`src/rtl/fdct_pkg.sv`:
```
// Shared defaults and FSM state type for the 2-D DCT row/column sequencer.
package fdct_pkg;

    localparam int N_DEF     = 8;
    localparam int LAT_DEF   = 4;
    localparam int IDX_W_DEF = $clog2(N_DEF);

    typedef enum logic [2:0] {
        ST_IDLE      = 3'd0,
        ST_ROW_ISSUE = 3'd1,
        ST_ROW_DRAIN = 3'd2,
        ST_COL_ISSUE = 3'd3,
        ST_COL_DRAIN = 3'd4,
        ST_DONE      = 3'd5
    } fdct_state_t;

endpackage

```
`src/rtl/fdct_vdelay.sv`:
```
// LAT-deep {valid, index} shift register that tracks issues through the DCT core pipeline.
module fdct_vdelay #(
    parameter int LAT   = 4,
    parameter int IDX_W = 3
) (
    input  logic             clk_i,
    input  logic             reset_i,
    input  logic             en_i,
    input  logic             valid_i,
    input  logic [IDX_W-1:0] idx_i,
    output logic             valid_o,
    output logic [IDX_W-1:0] idx_o
);

    localparam logic [IDX_W-1:0] IDX_ZERO = {IDX_W{1'b0}};

    logic [LAT-1:0]   valid_q;
    logic [IDX_W-1:0] idx_q [LAT];

    // Shift stage 0 -> LAT-1 while enabled; idle slots carry a zero index.
    always_ff @(posedge clk_i) begin
        if (reset_i) begin
            valid_q <= {LAT{1'b0}};
            for (int i = 0; i < LAT; i++) begin
                idx_q[i] <= IDX_ZERO;
            end
        end else if (en_i) begin
            valid_q[0] <= valid_i;
            idx_q[0]   <= valid_i ? idx_i : IDX_ZERO;
            for (int i = 1; i < LAT; i++) begin
                valid_q[i] <= valid_q[i-1];
                idx_q[i]   <= idx_q[i-1];
            end
        end
    end

    assign valid_o = valid_q[LAT-1];
    assign idx_o   = idx_q[LAT-1];

endmodule

```
`src/rtl/fdct_seq.sv`:
```
// Row/column pass sequencer for a pipelined 1-D DCT core computing an NxN 2-D transform.
// Optional FDCT_SEQ_HOLD_EN adds a 'hold' input that freezes the whole sequencer.
module fdct_seq
    import fdct_pkg::*;
#(
    parameter  int LAT   = LAT_DEF,
    parameter  int N     = N_DEF,
    localparam int IDX_W = (N > 1) ? $clog2(N) : 1
) (
    input  logic             clk,
    input  logic             reset,
`ifdef FDCT_SEQ_HOLD_EN
    input  logic             hold,
`endif
    input  logic             start,
    output logic             busy,
    output logic             done,
    output logic             in_rd_en,
    output logic [IDX_W-1:0] in_rd_row,
    output logic             tb_wr_en,
    output logic [IDX_W-1:0] tb_wr_row,
    output logic             tb_rd_en,
    output logic [IDX_W-1:0] tb_rd_col,
    output logic             out_wr_en,
    output logic [IDX_W-1:0] out_wr_idx,
    output logic             core_pass,
    output logic             core_en
);

    localparam logic [IDX_W-1:0] IDX_ZERO = {IDX_W{1'b0}};
    localparam logic [IDX_W-1:0] IDX_ONE  = IDX_W'(1);
    localparam logic [IDX_W-1:0] LAST_IDX = IDX_W'(N - 1);

    fdct_state_t      state_q, state_d;
    logic [IDX_W-1:0] cnt_q, cnt_d;
    logic             run_s;
    logic             row_vld_s, col_vld_s;
    logic [IDX_W-1:0] row_idx_s, col_idx_s;

`ifdef FDCT_SEQ_HOLD_EN
    assign run_s = ~hold;
`else
    assign run_s = 1'b1;
`endif

    // State and issue counter; hold freezes both, reset wins over everything.
    always_ff @(posedge clk) begin
        if (reset) begin
            state_q <= ST_IDLE;
            cnt_q   <= IDX_ZERO;
        end else if (run_s) begin
            state_q <= state_d;
            cnt_q   <= cnt_d;
        end
    end

    // Next-state: issue phases are counter-bounded, drain phases wait for the last index to emerge.
    always_comb begin
        state_d = state_q;
        cnt_d   = cnt_q;
        case (state_q)
            ST_IDLE: begin
                if (start) begin
                    state_d = ST_ROW_ISSUE;
                    cnt_d   = IDX_ZERO;
                end else begin
                    state_d = ST_IDLE;
                end
            end
            ST_ROW_ISSUE: begin
                if (cnt_q == LAST_IDX) begin
                    state_d = ST_ROW_DRAIN;
                    cnt_d   = IDX_ZERO;
                end else begin
                    cnt_d = cnt_q + IDX_ONE;
                end
            end
            ST_ROW_DRAIN: begin
                if (row_vld_s && (row_idx_s == LAST_IDX)) begin
                    state_d = ST_COL_ISSUE;
                    cnt_d   = IDX_ZERO;
                end else begin
                    state_d = ST_ROW_DRAIN;
                end
            end
            ST_COL_ISSUE: begin
                if (cnt_q == LAST_IDX) begin
                    state_d = ST_COL_DRAIN;
                    cnt_d   = IDX_ZERO;
                end else begin
                    cnt_d = cnt_q + IDX_ONE;
                end
            end
            ST_COL_DRAIN: begin
                if (col_vld_s && (col_idx_s == LAST_IDX)) begin
                    state_d = ST_DONE;
                end else begin
                    state_d = ST_COL_DRAIN;
                end
            end
            ST_DONE: begin
                state_d = ST_IDLE;
                cnt_d   = IDX_ZERO;
            end
            default: begin
                state_d = ST_IDLE;
                cnt_d   = IDX_ZERO;
            end
        endcase
    end

    // Output decode from registered state; every strobe is suppressed while held.
    always_comb begin
        busy      = (state_q != ST_IDLE);
        core_pass = (state_q == ST_COL_ISSUE) || (state_q == ST_COL_DRAIN);
        core_en   = run_s;
        in_rd_en  = 1'b0;
        tb_wr_en  = 1'b0;
        tb_rd_en  = 1'b0;
        out_wr_en = 1'b0;
        done      = 1'b0;
        if (run_s) begin
            in_rd_en  = (state_q == ST_ROW_ISSUE);
            tb_rd_en  = (state_q == ST_COL_ISSUE);
            tb_wr_en  = row_vld_s;
            out_wr_en = col_vld_s;
            done      = (state_q == ST_DONE);
        end else begin
            done = 1'b0;
        end
        in_rd_row  = in_rd_en  ? cnt_q     : IDX_ZERO;
        tb_rd_col  = tb_rd_en  ? cnt_q     : IDX_ZERO;
        tb_wr_row  = tb_wr_en  ? row_idx_s : IDX_ZERO;
        out_wr_idx = out_wr_en ? col_idx_s : IDX_ZERO;
    end

    fdct_vdelay #(.LAT(LAT), .IDX_W(IDX_W)) u_row_dly (
        .clk_i   (clk),
        .reset_i (reset),
        .en_i    (run_s),
        .valid_i (in_rd_en),
        .idx_i   (cnt_q),
        .valid_o (row_vld_s),
        .idx_o   (row_idx_s)
    );

    fdct_vdelay #(.LAT(LAT), .IDX_W(IDX_W)) u_col_dly (
        .clk_i   (clk),
        .reset_i (reset),
        .en_i    (run_s),
        .valid_i (tb_rd_en),
        .idx_i   (cnt_q),
        .valid_o (col_vld_s),
        .idx_o   (col_idx_s)
    );

endmodule

```
`config.mk`:
```
export PLATFORM = sky130hd
export DESIGN_NAME = fdct_seq
export DESIGN_NICKNAME = d
export VERILOG_FILES = /design/src/rtl/fdct_pkg.sv /design/src/rtl/fdct_vdelay.sv /design/src/rtl/fdct_seq.sv
export SDC_FILE = /design/constraint.sdc
export NUM_CORES = 1
export LEC_CHECK = 0
export ABC_AREA = 1
export ABC_CLOCK_PERIOD_IN_PS = 1840
export BUFFER_PORTS_ARGS = -buffer_cell sky130_fd_sc_hd__clkbuf_2
export CAP_MARGIN = 20
export CORE_MARGIN = 4
export CORE_UTILIZATION = 40
export CTS_CLUSTER_SIZE = 30
export DETAILED_ROUTE_END_ITERATION = 16
export GPL_ROUTABILITY_DRIVEN = 0
export RECOVER_POWER = 100
export SLEW_MARGIN = 40
export SYNTH_ARGS = -nofsm -noshare
export SYNTH_HDL_FRONTEND = slang
export SYNTH_SLANG_ARGS = --single-unit
```
`constraint.sdc`:
```
create_clock -name clk -period 1.84 [get_ports clk]
set_input_delay 0 -clock clk [delete_from_list [all_inputs] [get_ports clk]]
set_output_delay 0 -clock clk [all_outputs]
set_load 0.02 [all_outputs]
```
==> results of run 1 <==
[report_power, final]
part | switching [mW] | leakage [nW] | total, mW | internal [mW]
Clock | 0.261 | 0.0343 | 0.445 | 0.184
Sequential | 0.0332 | 0.307 | 0.888 | 0.854
Combinational | 0.159 | 0.323 | 0.228 | 0.0688
[layer usage]
metal | track usage | vias to the layer above | routed length, um
met5 | 0 | - | 0
met2 | 0.1574 | 21 | 891
met3 | 0.04252 | 3 | 126
li1 | - | 532 | -
met1 | 0.1254 | 414 | 1036
met4 | 0.07614 | 0 | 31
[per-stage QoR]
| stage | util | hold slack, ns |
|---|---|---|
| finish | 0.4794 | 0.07106 |
| global route | 0.4794 | 0.07885 |
| CTS | 0.4925 | 0.05288 |
| detailed placement | 0.4722 | 0.3924 |
| global placement | 0.4722 | 0.3907 |
| floorplan | - | 0.2492 |
[kinds of logic (layout without fill, tap and decap cells)]
| group | count (synthesis) | count (layout) | share of synthesized area |
|---|---|---|---|
| DFF | 38 | 38 | 0.5624 |
| and+or+nand+nor | 79 | 79 | 0.2637 |
| adders and majority gates | 2 | 2 | 0.01850 |
| AOI/OAI and AO/OA | 5 | 5 | 0.01849 |
| buffers and inverters | 47 | 71 | 0.1341 |
| other | 1 | 1 | 0.002773 |
[synth_stat cells, drive strengths merged]
cell	instances	area, um2
o21ai	2	10.00
a21oi	3	15.01
nand3b	1	20.02
nor3	3	15.01
nand3	5	37.54
conb	1	3.750
nor2	42	165.2
inv	42	157.6
nor3b	1	7.510
dfxtp	38	760.7
ha	2	25.02
buf	5	23.77
nand2	27	111.4
[cell usage in the layout (no fill, tap or decap)]
master      Yosys  layout
inv_1          40      42
nor2_1         41      42
dfxtp_1        38      38
nand2_1        25      27
clkbuf_1        0      19
clkbuf_4        0       5
nand3_1         4       4
a21oi_1         3       3
nor3_1          3       3
ha_1            2       2
clkbuf_2        0       2
nand3_4         1       1
nand3b_4        1       1
nor3b_1         1       1
o21ai_0         1       1
o21ai_1         1       1
conb_1          1       1
clkinvlp_4      0       1
clkbuf_8        0       1
clkinv_2        0       1
[critical path, cell delays in order, from the launching register on]
cell and delay [ns]:
dfxtp_1 0.33, inv_1 0.23, nand3b_4 0.17, nor2_1 0.12, clkbuf_1 0.24
[worst min path at each step]
stage          slack, ns                             start                          endpoint
3_3_place_gp        0.39  u_row_dly.idx_q[0][6]$_SDFF_PP0_  u_row_dly.idx_q[0][9]$_SDFF_PP0_
3_5_place_dp        0.39  u_row_dly.idx_q[0][5]$_SDFF_PP0_  u_row_dly.idx_q[0][8]$_SDFF_PP0_
5_1_grt             0.08                             start           state_q[0]$_SDFFE_PP0P_
2_1_floorplan       0.25                             reset   u_col_dly.valid_q[0]$_SDFF_PP0_
4_1_cts             0.05                             start           state_q[0]$_SDFFE_PP0P_
6_report            0.07                             start           state_q[0]$_SDFFE_PP0P_
[state kept, by name, indices dropped and copies added (netlist names)]
name	flops
u_col_dly.valid_q	4
u_row_dly.valid_q	4
cnt_q	3
state_q	3
u_col_dly.idx_q	12
u_row_dly.idx_q	12
[area by class of cell]
cell class                 instances  area, um2
fill                             351       1642
sequential                        38      760.7
multi-input combinational         87      392.9
inverter                          42      157.7
timing repair buffer              21      81.33
tap                               44      55.05
clock buffer                       6      51.30
clock inverter                     2      12.51
==> impl_metrics.csv, run 1 <==
group,metric,value,unit
timing,tns,0,ns
cts,cts_setup_buffers,0,
yosys,post_synth.cell_area_avg,7.864,um2
place,io_buffers,21,
worst_setup_path,worstRegToRegCells,7,
yosys,syn_area,0.001353,mm2
cts,clk_pin_slew_worst_paths,0.11,ns
floorplanning,pin_count,23,
worst_setup_path,endpoint_kind,"output pin",
cts,clkLatencyLatePin,0.34,ns
worst_setup_path,reg2reg_setup_slack,0.59,ns
timing,finalCritPeriodShare,0.7767,
timing,report.final.slew_viol_count,0,
place,place_ws,0.7013,ns
floorplanning,start_util,0.4290,
finish,final_cell_area,0.001511,mm2
finish,finalNonFillerCells,240,
timing,fin_ws,0.4109,ns
timing,tightestPinTransition,0.6242,ns
worst_hold_path,hold_path_class,"in2reg",
timing,clock_skew,0.005815,ns
finish,areaGrowthSynthToFinish,11.75,%
timing,period_minus_slack,1.429,ns
worst_setup_path,crit_path_start_kind,"flop",
floorplanning,fp.coreArea,0.003153,mm2
cts,cts_tree,"yes",
floorplanning,die_area,0.004376,mm2
worst_setup_path,crit_required,1.84,ns
cts,cts_sinks,38,
grt,grt_max_degree,35,
pwr,p_leak,0.6640,nW
grt,antenna_found_initial,0,
worst_setup_path,critical_path_class,"reg2out",
drt,wl_per_cell,8.696,um
worst_setup_path,r2r_end,"cnt_q[2]$_SDFFE_PP0P_",
grt,grt_pass1_wl,3477,um
worst_setup_path,r2r_start,"state_q[2]$_SDFFE_PP0P_",
drt,drt_iter0_markers,50,
worst_setup_path,arrival,1.43,ns
yosys,yosysWarnings,0,
cts,cts_buffer_depth,2,
timing,fmax,699.8,MHz
grt,track_usage,0.1072,
drt,route.detailed.drc,0,
outcome,outcome,"complete, no violations",
pwr,vdd_drop_max,0.5036,mV
worst_hold_path,whs_path_depth,5,
drt,num_vias,970,
pwr,total_power,1.560,mW
yosys,seq_area_frac_synth,0.5624,
drt,routed_wirelength,2087,um
timing,finalSetupViolations,0,
drt,drtPass1Iterations,4,
place,place_area,0.001489,mm2
cts,cts_buffers,5,
timing,rsz0062_at_grt,"no",
yosys,synth.distinct_cells,21,
grt,grt_overflow,0,
grt,grt_pass1_vias,854,
drt,ant_nets,0,
floorplanning,die_y,66.15,um
yosys,ys_ff_latch,38,
timing,worst_slew_margin_rel,0.5839,
worst_setup_path,startpoint,"state_q[2]$_SDFFE_PP0P_",
flow_run,max_cap_violations,0,
drt,via_per_inst,4.042,
cts,ctsHtreeMaxLevel,2,
cts,clockRootBuffer,"clkbuf_4",
yosys,synth_nets,177,
finish,diodes,0,
pwr,powerDensity,1032,mW/mm2
yosys,syn_inst,172,
floorplanning,row_count,20,
worst_setup_path,worstPathMaxFanout,10,
cts,cts.hold.buffers_added,0,
finish,drive_gt1_frac,0.06122,
cts,cts_resized,0,
timing,finalHoldViolCount,0,
finish,finalNetCount,200,
place,dpl.hpwl,1503,um
floorplanning,die_x,66.15,um
place,dp.cells,232,
worst_setup_path,critPathCapture,"in_rd_row[2]",
Power figures use the tool's default switching activity.
==> run 2: changes to the inputs <==
--- a/config.mk
+++ b/config.mk
@@ -6,7 +6,7 @@
 export NUM_CORES = 1
 export LEC_CHECK = 0
 export ABC_AREA = 1
-export ABC_CLOCK_PERIOD_IN_PS = 1840
+export ABC_CLOCK_PERIOD_IN_PS = 1500
 export BUFFER_PORTS_ARGS = -buffer_cell sky130_fd_sc_hd__clkbuf_2
 export CAP_MARGIN = 20
 export CORE_MARGIN = 4
==> constraint.sdc (replaced) <==
create_clock -name clk -period 1.5 [get_ports clk]
set_input_delay 0 -clock clk [delete_from_list [all_inputs] [get_ports clk]]
set_output_delay 0 -clock clk [all_outputs]
set_load 0.02 [all_outputs]
==> run 2 against run 1 <==
  * Design area rose by 1.6%
  * Global-route usage rose by 0.37 points
  * Power increased by 23%
  * Sequential cell count is the same
  * Wire length is 3.2% lower
  * Sequential share of layout area is 0.78 points lower
  * Die area unchanged
  * Final cell count increased by 0.42%
  * Hold slack worse by 0.015 ns
  * First-iteration DRC count fell by 36%
  * Count of clock-buffer cells in the layout unchanged
  * Critical path depth did not move
  * Critical path type unchanged
==> impl_metrics.csv, run 2 (synthesis results as in run 1) <==
group,metric,value,unit
outcome,outcome,"complete, no violations",
finish,areaGrowthSynthToFinish,13.51,%
cts,cts_sinks,38,
cts,cts_tree,"yes",
worst_setup_path,critical_path_class,"reg2out",
worst_setup_path,crit_buf_inv,1,
timing,clock_skew,0.005387,ns
pwr,powerDensity,1252,mW/mm2
drt,drtPass1Iterations,4,
floorplanning,row_count,20,
timing,finalSetupViolations,0,
timing,rsz0062_at_grt,"no",
worst_setup_path,crit_path_start_kind,"flop",
finish,finalNonFillerCells,241,
finish,largest_registers,"u_col_dly.idx_q (12), u_row_dly.idx_q (12)",
drt,num_vias,991,
finish,drive_gt1_frac,0.1218,
finish,multi_input_area,402.9,um2
worst_hold_path,hold_path_class,"in2reg",
timing,tns,0,ns
grt,grt_overflow,0,
cts,cts.hold.buffers_added,0,
drt,ant_nets,0,
grt,antenna_found_initial,0,
cts,clkLatencyLatePin,0.33,ns
pwr,total_power,1.922,mW
worst_setup_path,startpoint,"state_q[0]$_SDFFE_PP0P_",
place,dp.cells,233,
cts,ctsHtreeMaxLevel,2,
worst_setup_path,cpPeakStageDelay,0.41,ns
floorplanning,die_y,66.15,um
cts,cts_resized,0,
floorplanning,die_area,0.004376,mm2
finish,diodes,0,
timing,finalCritPeriodShare,0.9113,
cts,cts_setup_buffers,0,
worst_setup_path,endpoint_kind,"output pin",
drt,route.detailed.drc,0,
finish,final_cell_mix,"42 x nor2_1, 40 x inv_1, 38 x dfxtp_1, 25 x nand2_1, 12 x clkbuf_1",
grt,grt_max_degree,28,
floorplanning,die_x,66.15,um
cts,cts_buffers,5,
drt,wl_per_cell,8.386,um
finish,finalNetCount,201,
drt,via_per_inst,4.112,
cts,clockRootBuffer,"clkbuf_4",
drt,drt_iter0_markers,32,
grt,track_usage,0.1108,
worst_setup_path,cp_slowest_cell,"dfxtp_1",
worst_setup_path,crit_path_frequent_cell,"nand2_1",
worst_setup_path,crit_family,"simple AND/OR/NAND/NOR gates",
worst_hold_path,min-delay-start,"start",
grt,grt_pass1_vias,887,
timing,finalHoldViolCount,0,
timing,fmax,731.6,MHz
floorplanning,fp.coreArea,0.003153,mm2
finish,seqCellArea,760.7,um2
finish,mostFrequentLayoutCell,"nor2_1",
drt,routed_wirelength,2021,um
timing,tightestPinTransition,1.068,ns
worst_setup_path,r2r_start,"state_q[0]$_SDFFE_PP0P_",
timing,worst_slew_margin_rel,0.2880,
pwr,vdd_drop_max,0.4643,mV
pwr,p_leak,0.6921,nW
worst_setup_path,crit_required,1.50,ns
flow_run,max_cap_violations,0,
place,io_buffers,21,
worst_setup_path,arrival,1.37,ns
cts,clk_pin_slew_worst_paths,0.10,ns
worst_setup_path,worstPathMaxFanout,6,
floorplanning,start_util,0.4290,
timing,period_minus_slack,1.367,ns
worst_setup_path,crit_chain,"nor2_1, nand2_1, nand2_1, clkbuf_2",
place,dpl.hpwl,1528,um
cts,cts_buffer_depth,2,
grt,grt_pass1_wl,3588,um
floorplanning,pin_count,23,
finish,fillers,346,
timing,report.final.slew_viol_count,0,
-- run 2: changes by cell type in the layout (fill, tap and decap cells not counted), sizes merged --
cell and delta:
clkbuf +1
-- run 2: area by class of cell --
| type | instances | area share |
|---|---|---|
| flip-flops and latches | 38 | 0.4955 |
| well taps | 44 | 0.03586 |
| repair buffers | 22 | 0.06194 |
| multi-input cells | 87 | 0.2624 |
| inverters | 42 | 0.1027 |
| clock inverters | 2 | 0.008150 |
| clock buffers | 6 | 0.03341 |
-- run 2: per-stage QoR --
step,instance area (um2),setup WS [ns],hold slack (ns),util
finish,1535,0.1330,0.05653,0.4869
global route,1535,0.001313,0.09130,0.4869
CTS,1560,0.1050,0.03947,0.4948
detailed placement,1496,0.3376,0.3927,0.4746
global placement,1496,0.3648,0.3903,0.4746
floorplan,1353,0.3556,0.2492,-
-- run 2: power breakdown --
| group | leakage [nW] | switching, mW | total, mW | internal [mW] |
|---|---|---|---|---|
| Sequential | 0.307 | 0.0393 | 1.09 | 1.05 |
| Clock | 0.0343 | 0.311 | 0.536 | 0.225 |
| Combinational | 0.351 | 0.205 | 0.299 | 0.0941 |
| Total | 0.692 | 0.555 | 1.92 | 1.37 |
-- run 2: path summary, 6_finish.rpt --
path                                     endpoint  slack [ns]  cells past startpoint
setup / recovery                        core_pass        0.13                      4
hold / removal            state_q[0]$_SDFFE_PP0P_        0.06                      5
setup reg to reg          state_q[0]$_SDFFE_PP0P_        0.31                      7
hold reg to reg   u_row_dly.valid_q[1]$_SDFF_PP0_        0.40                      2
-- run 2: metal layers --
| layer | vias to the layer above | wire length [um] | GRT usage | part of all wire |
|---|---|---|---|---|
| li1 | 538 | - | - | - |
| met1 | 428 | 956 | 0.1258 | 0.47 |
| met2 | 21 | 888 | 0.1673 | 0.44 |
| met3 | 4 | 157 | 0.05612 | 0.078 |
| met4 | 0 | 18 | 0.06091 | 0.0089 |
| met5 | - | 0 | 0 | 0 |
-- run 2: worst reg2reg max path, cell delays in order, from the launching register on --
cell and delay [ns]:
dfxtp_1 0.51, nor2_1 0.14, nand2_1 0.11, inv_1 0.04
nand2_1 0.05, nand3_1 0.07, nor2_1 0.10, nor2_1 0.04
==> run 3: changes to the inputs <==
--- a/config.mk
+++ b/config.mk
@@ -18,4 +18,5 @@
 export SLEW_MARGIN = 40
 export SYNTH_ARGS = -nofsm -noshare
 export SYNTH_HDL_FRONTEND = slang
+export SYNTH_HIERARCHICAL = 1
 export SYNTH_SLANG_ARGS = --single-unit
==> run 3 against run 2 <==
  * Sequential power up 15%
  * Die area up 24%
  * Wire length rose by 40%
  * Clock power increased by 23%
  * Sequential cell count stayed put
  * Non-clock buffer count stayed put
  * Power up 20%
  * Maximum frequency rose by 2.8%
  * Sequential share of layout area up 1.6 points
  * Count of clock-buffer cells in the layout rose by 1
  * Largest power group unchanged
==> impl_metrics.csv, run 3 <==
group,metric,value,unit
cts,clkLatencyLatePin,0.29,ns
yosys,ys_top_cells_by_count,"48 x nor2_1, 45 x inv_1, 44 x nand2_1",
drt,num_vias,1236,
yosys,synth.distinct_cells,15,
yosys,synth_top_area_frac,0.4186,
floorplanning,die_x,73.61,um
drt,dr_wl_met3,203,um
place,io_buffers,21,
floorplanning,row_count,23,
floorplanning,die_y,73.61,um
grt,antenna_found_initial,0,
finish,diodes,0,
drt,wl_per_cell,9.689,um
worst_setup_path,r2r_start,"state_q[2]$_SDFFE_PP0P_",
timing,finalHoldViolCount,0,
pwr,p_leak,0.9346,nW
outcome,outcome,"complete, no violations",
yosys,synthSimpleGateAreaFrac,0.2587,
grt,grt_overflow,0,
worst_setup_path,worstPathMaxFanout,7,
finish,finalNetCount,247,
floorplanning,pin_count,23,
worst_setup_path,crit_chain,"inv_1, nand3_2, nor2_1, clkbuf_1",
worst_setup_path,reg2reg_setup_slack,0.25,ns
yosys,syn_inst,208,
floorplanning,fp.coreArea,0.004086,mm2
worst_setup_path,cpPeakStageDelay,0.31,ns
worst_hold_path,hold_path_class,"in2reg",
drt,route.met2.wl,1170,um
place,dpl.hpwl,2050,um
yosys,yosysWarnings,6,
drt,drt_iter0_markers,51,
cts,clk_pin_slew_worst_paths,0.08,ns
pwr,vdd_drop_max,0.4559,mV
pwr,total_power,2.315,mW
drt,top_layer_used,"met4",
grt,track_usage,0.1211,
finish,drive_gt1_frac,0.08230,
yosys,synth_top_area_cell,"edfxtp_1",
worst_setup_path,critical_path_class,"reg2out",
finish,final_cell_mix,"48 x nor2_1, 47 x inv_1, 44 x nand2_1, 24 x edfxtp_1, 15 x clkbuf_1",
drt,via_per_inst,4.218,
finish,areaGrowthSynthToFinish,13.59,%
worst_setup_path,cp_slowest_cell,"dfxtp_1",
worst_setup_path,endpoint_kind,"output pin",
drt,routed_wirelength,2839,um
drt,met1Wirelength,1405,um
yosys,syn_area,0.001722,mm2
yosys,yosysMostFrequentCell,"nor2_1",
worst_setup_path,crit_path_start_kind,"flop",
timing,report.final.slew_viol_count,0,
finish,seqCellArea,0.001001,mm2
yosys,seq_area_frac_synth,0.5814,
finish,multi_input_area,529.3,um2
yosys,synth_xor_area_frac,0,
timing,fin_ws,0.1701,ns
worst_setup_path,startpoint,"state_q[2]$_SDFFE_PP0P_",
timing,rsz0062_at_grt,"no",
pwr,powerDensity,1184,mW/mm2
cts,cts_setup_buffers,0,
floorplanning,start_util,0.4213,
yosys,ys_ff_latch,38,
place,place_ws,0.3337,ns
cts,cts_tree,"yes",
cts,cts_sinks,38,
finish,post-route-util,0.4786,
timing,finalCritPeriodShare,0.8866,
finish,largest_registers,"u_col_dly/idx_q (12), u_row_dly/idx_q (12)",
timing,tns,0,ns
finish,fillers,412,
drt,ant_nets,0,
cts,clockRootBuffer,"clkbuf_8",
yosys,synth-adder-area-share,0.01453,
timing,period_minus_slack,1.330,ns
yosys,synthMuxAreaShare,0,
worst_setup_path,r2r_end,"cnt_q[1]$_SDFFE_PP0P_",
yosys,synth_compound_area_frac,0.005814,
timing,fmax,751.9,MHz
timing,finalSetupViolations,0,
flow_run,max_cap_violations,0,
timing,clock_skew,0.01171,ns
yosys,synthTopCellsByArea,"edfxtp_1 42%, dfxtp_1 16%, nor2_1 10%, inv_1 9.8%, nand2_1 9.6%",
yosys,post_synth.cell_area_avg,8.277,um2
finish,mostFrequentLayoutCell,"nor2_1",
place,dp.cells,284,
cts,cts_buffers,5,
finish,finalNonFillerCells,293,
worst_setup_path,arrival,1.33,ns
cts,cts_buffer_depth,2,
drt,drtPass1Iterations,4,
grt,grt_max_degree,13,
drt,route.detailed.drc,0,
yosys,ys.flop_type,"edfxtp_1",
grt,grt_pass1_vias,1132,
worst_setup_path,critPathCapture,"tb_rd_col[2]",
grt,grt_pass1_wl,4857,um
cts,ctsHtreeMaxLevel,2,
worst_setup_path,crit_required,1.50,ns
yosys,synth_top_family_by_area,"simple AND/OR/NAND/NOR gates",
yosys,synthArstFlopShare,0,
yosys,synth_edf_count,24,
worst_setup_path,worstRegToRegCells,8,
floorplanning,die_area,0.005418,mm2
==> run 3: how the worst min path moves through the flow <==
stage | slack, ns | to | startpoint | cells after the start
after floorplan | 0.07 | state_q[1]$_SDFFE_PP0P_ | reset | 1
after global placement | 0.29 | state_q[1]$_SDFFE_PP0P_ | reset | 2
after detailed placement | 0.29 | state_q[1]$_SDFFE_PP0P_ | reset | 2
after CTS | 0.1 | state_q[0]$_SDFFE_PP0P_ | start | 5
after global routing | 0.18 | state_q[0]$_SDFFE_PP0P_ | start | 5
final | 0.12 | state_q[0]$_SDFFE_PP0P_ | start | 5
==> run 3: stage by stage <==
stage               hold WS [ns]  cell area [um2]
floorplan                0.06907             1767
CTS                      0.09920             1972
global placement          0.2941             1882
detailed placement        0.2905             1882
finish                    0.1205             1956
global route              0.1765             1956
==> run 3: layer usage <==
layer  global-route usage  up-vias
met5                    0        -
met4              0.06036        0
li1                     -      666
met1               0.1510      537
met2               0.1821       27
met3              0.04651        6
==> run 3: cell families (layout without fill, tap and decap cells) <==
group,after synthesis,in the layout
simple gates,109,109
buf+inv,56,79
flops,38,38
fa+ha+maj,2,2
compound gates,2,2
other cells,1,13
==> run 3: critical path, delay by kind of cell, from the launching register on <==
| kind | cells | cell delay (ns) |
|---|---|---|
| and+or+nand+nor | 2 | 0.32 |
| DFF | 1 | 0.31 |
| buffers and inverters | 2 | 0.42 |
==> run 3: layout make-up <==
| class | count | area share |
|---|---|---|
| clock buffers | 7 | 0.03903 |
| clock inverters | 1 | 0.001919 |
| inverters | 49 | 0.09405 |
| multi-input cells | 126 | 0.2706 |
| flip-flops and latches | 38 | 0.5118 |
| well taps | 50 | 0.03199 |
| repair buffers | 22 | 0.05054 |
==> run 3: where the power goes <==
group / total, mW / switching (mW) / leakage [nW] / internal (mW)
Sequential: 1.25 / 0.0576 / 0.380 / 1.19
Combinational: 0.408 / 0.287 / 0.514 / 0.122
Clock: 0.658 / 0.334 / 0.0399 / 0.323
Total: 2.31 / 0.679 / 0.935 / 1.64
==> run 3: repair_timing <==
item	CTS	global route
hold buffers	1	0
resized for setup	0	0
endpoints found under the hold margin	2	0
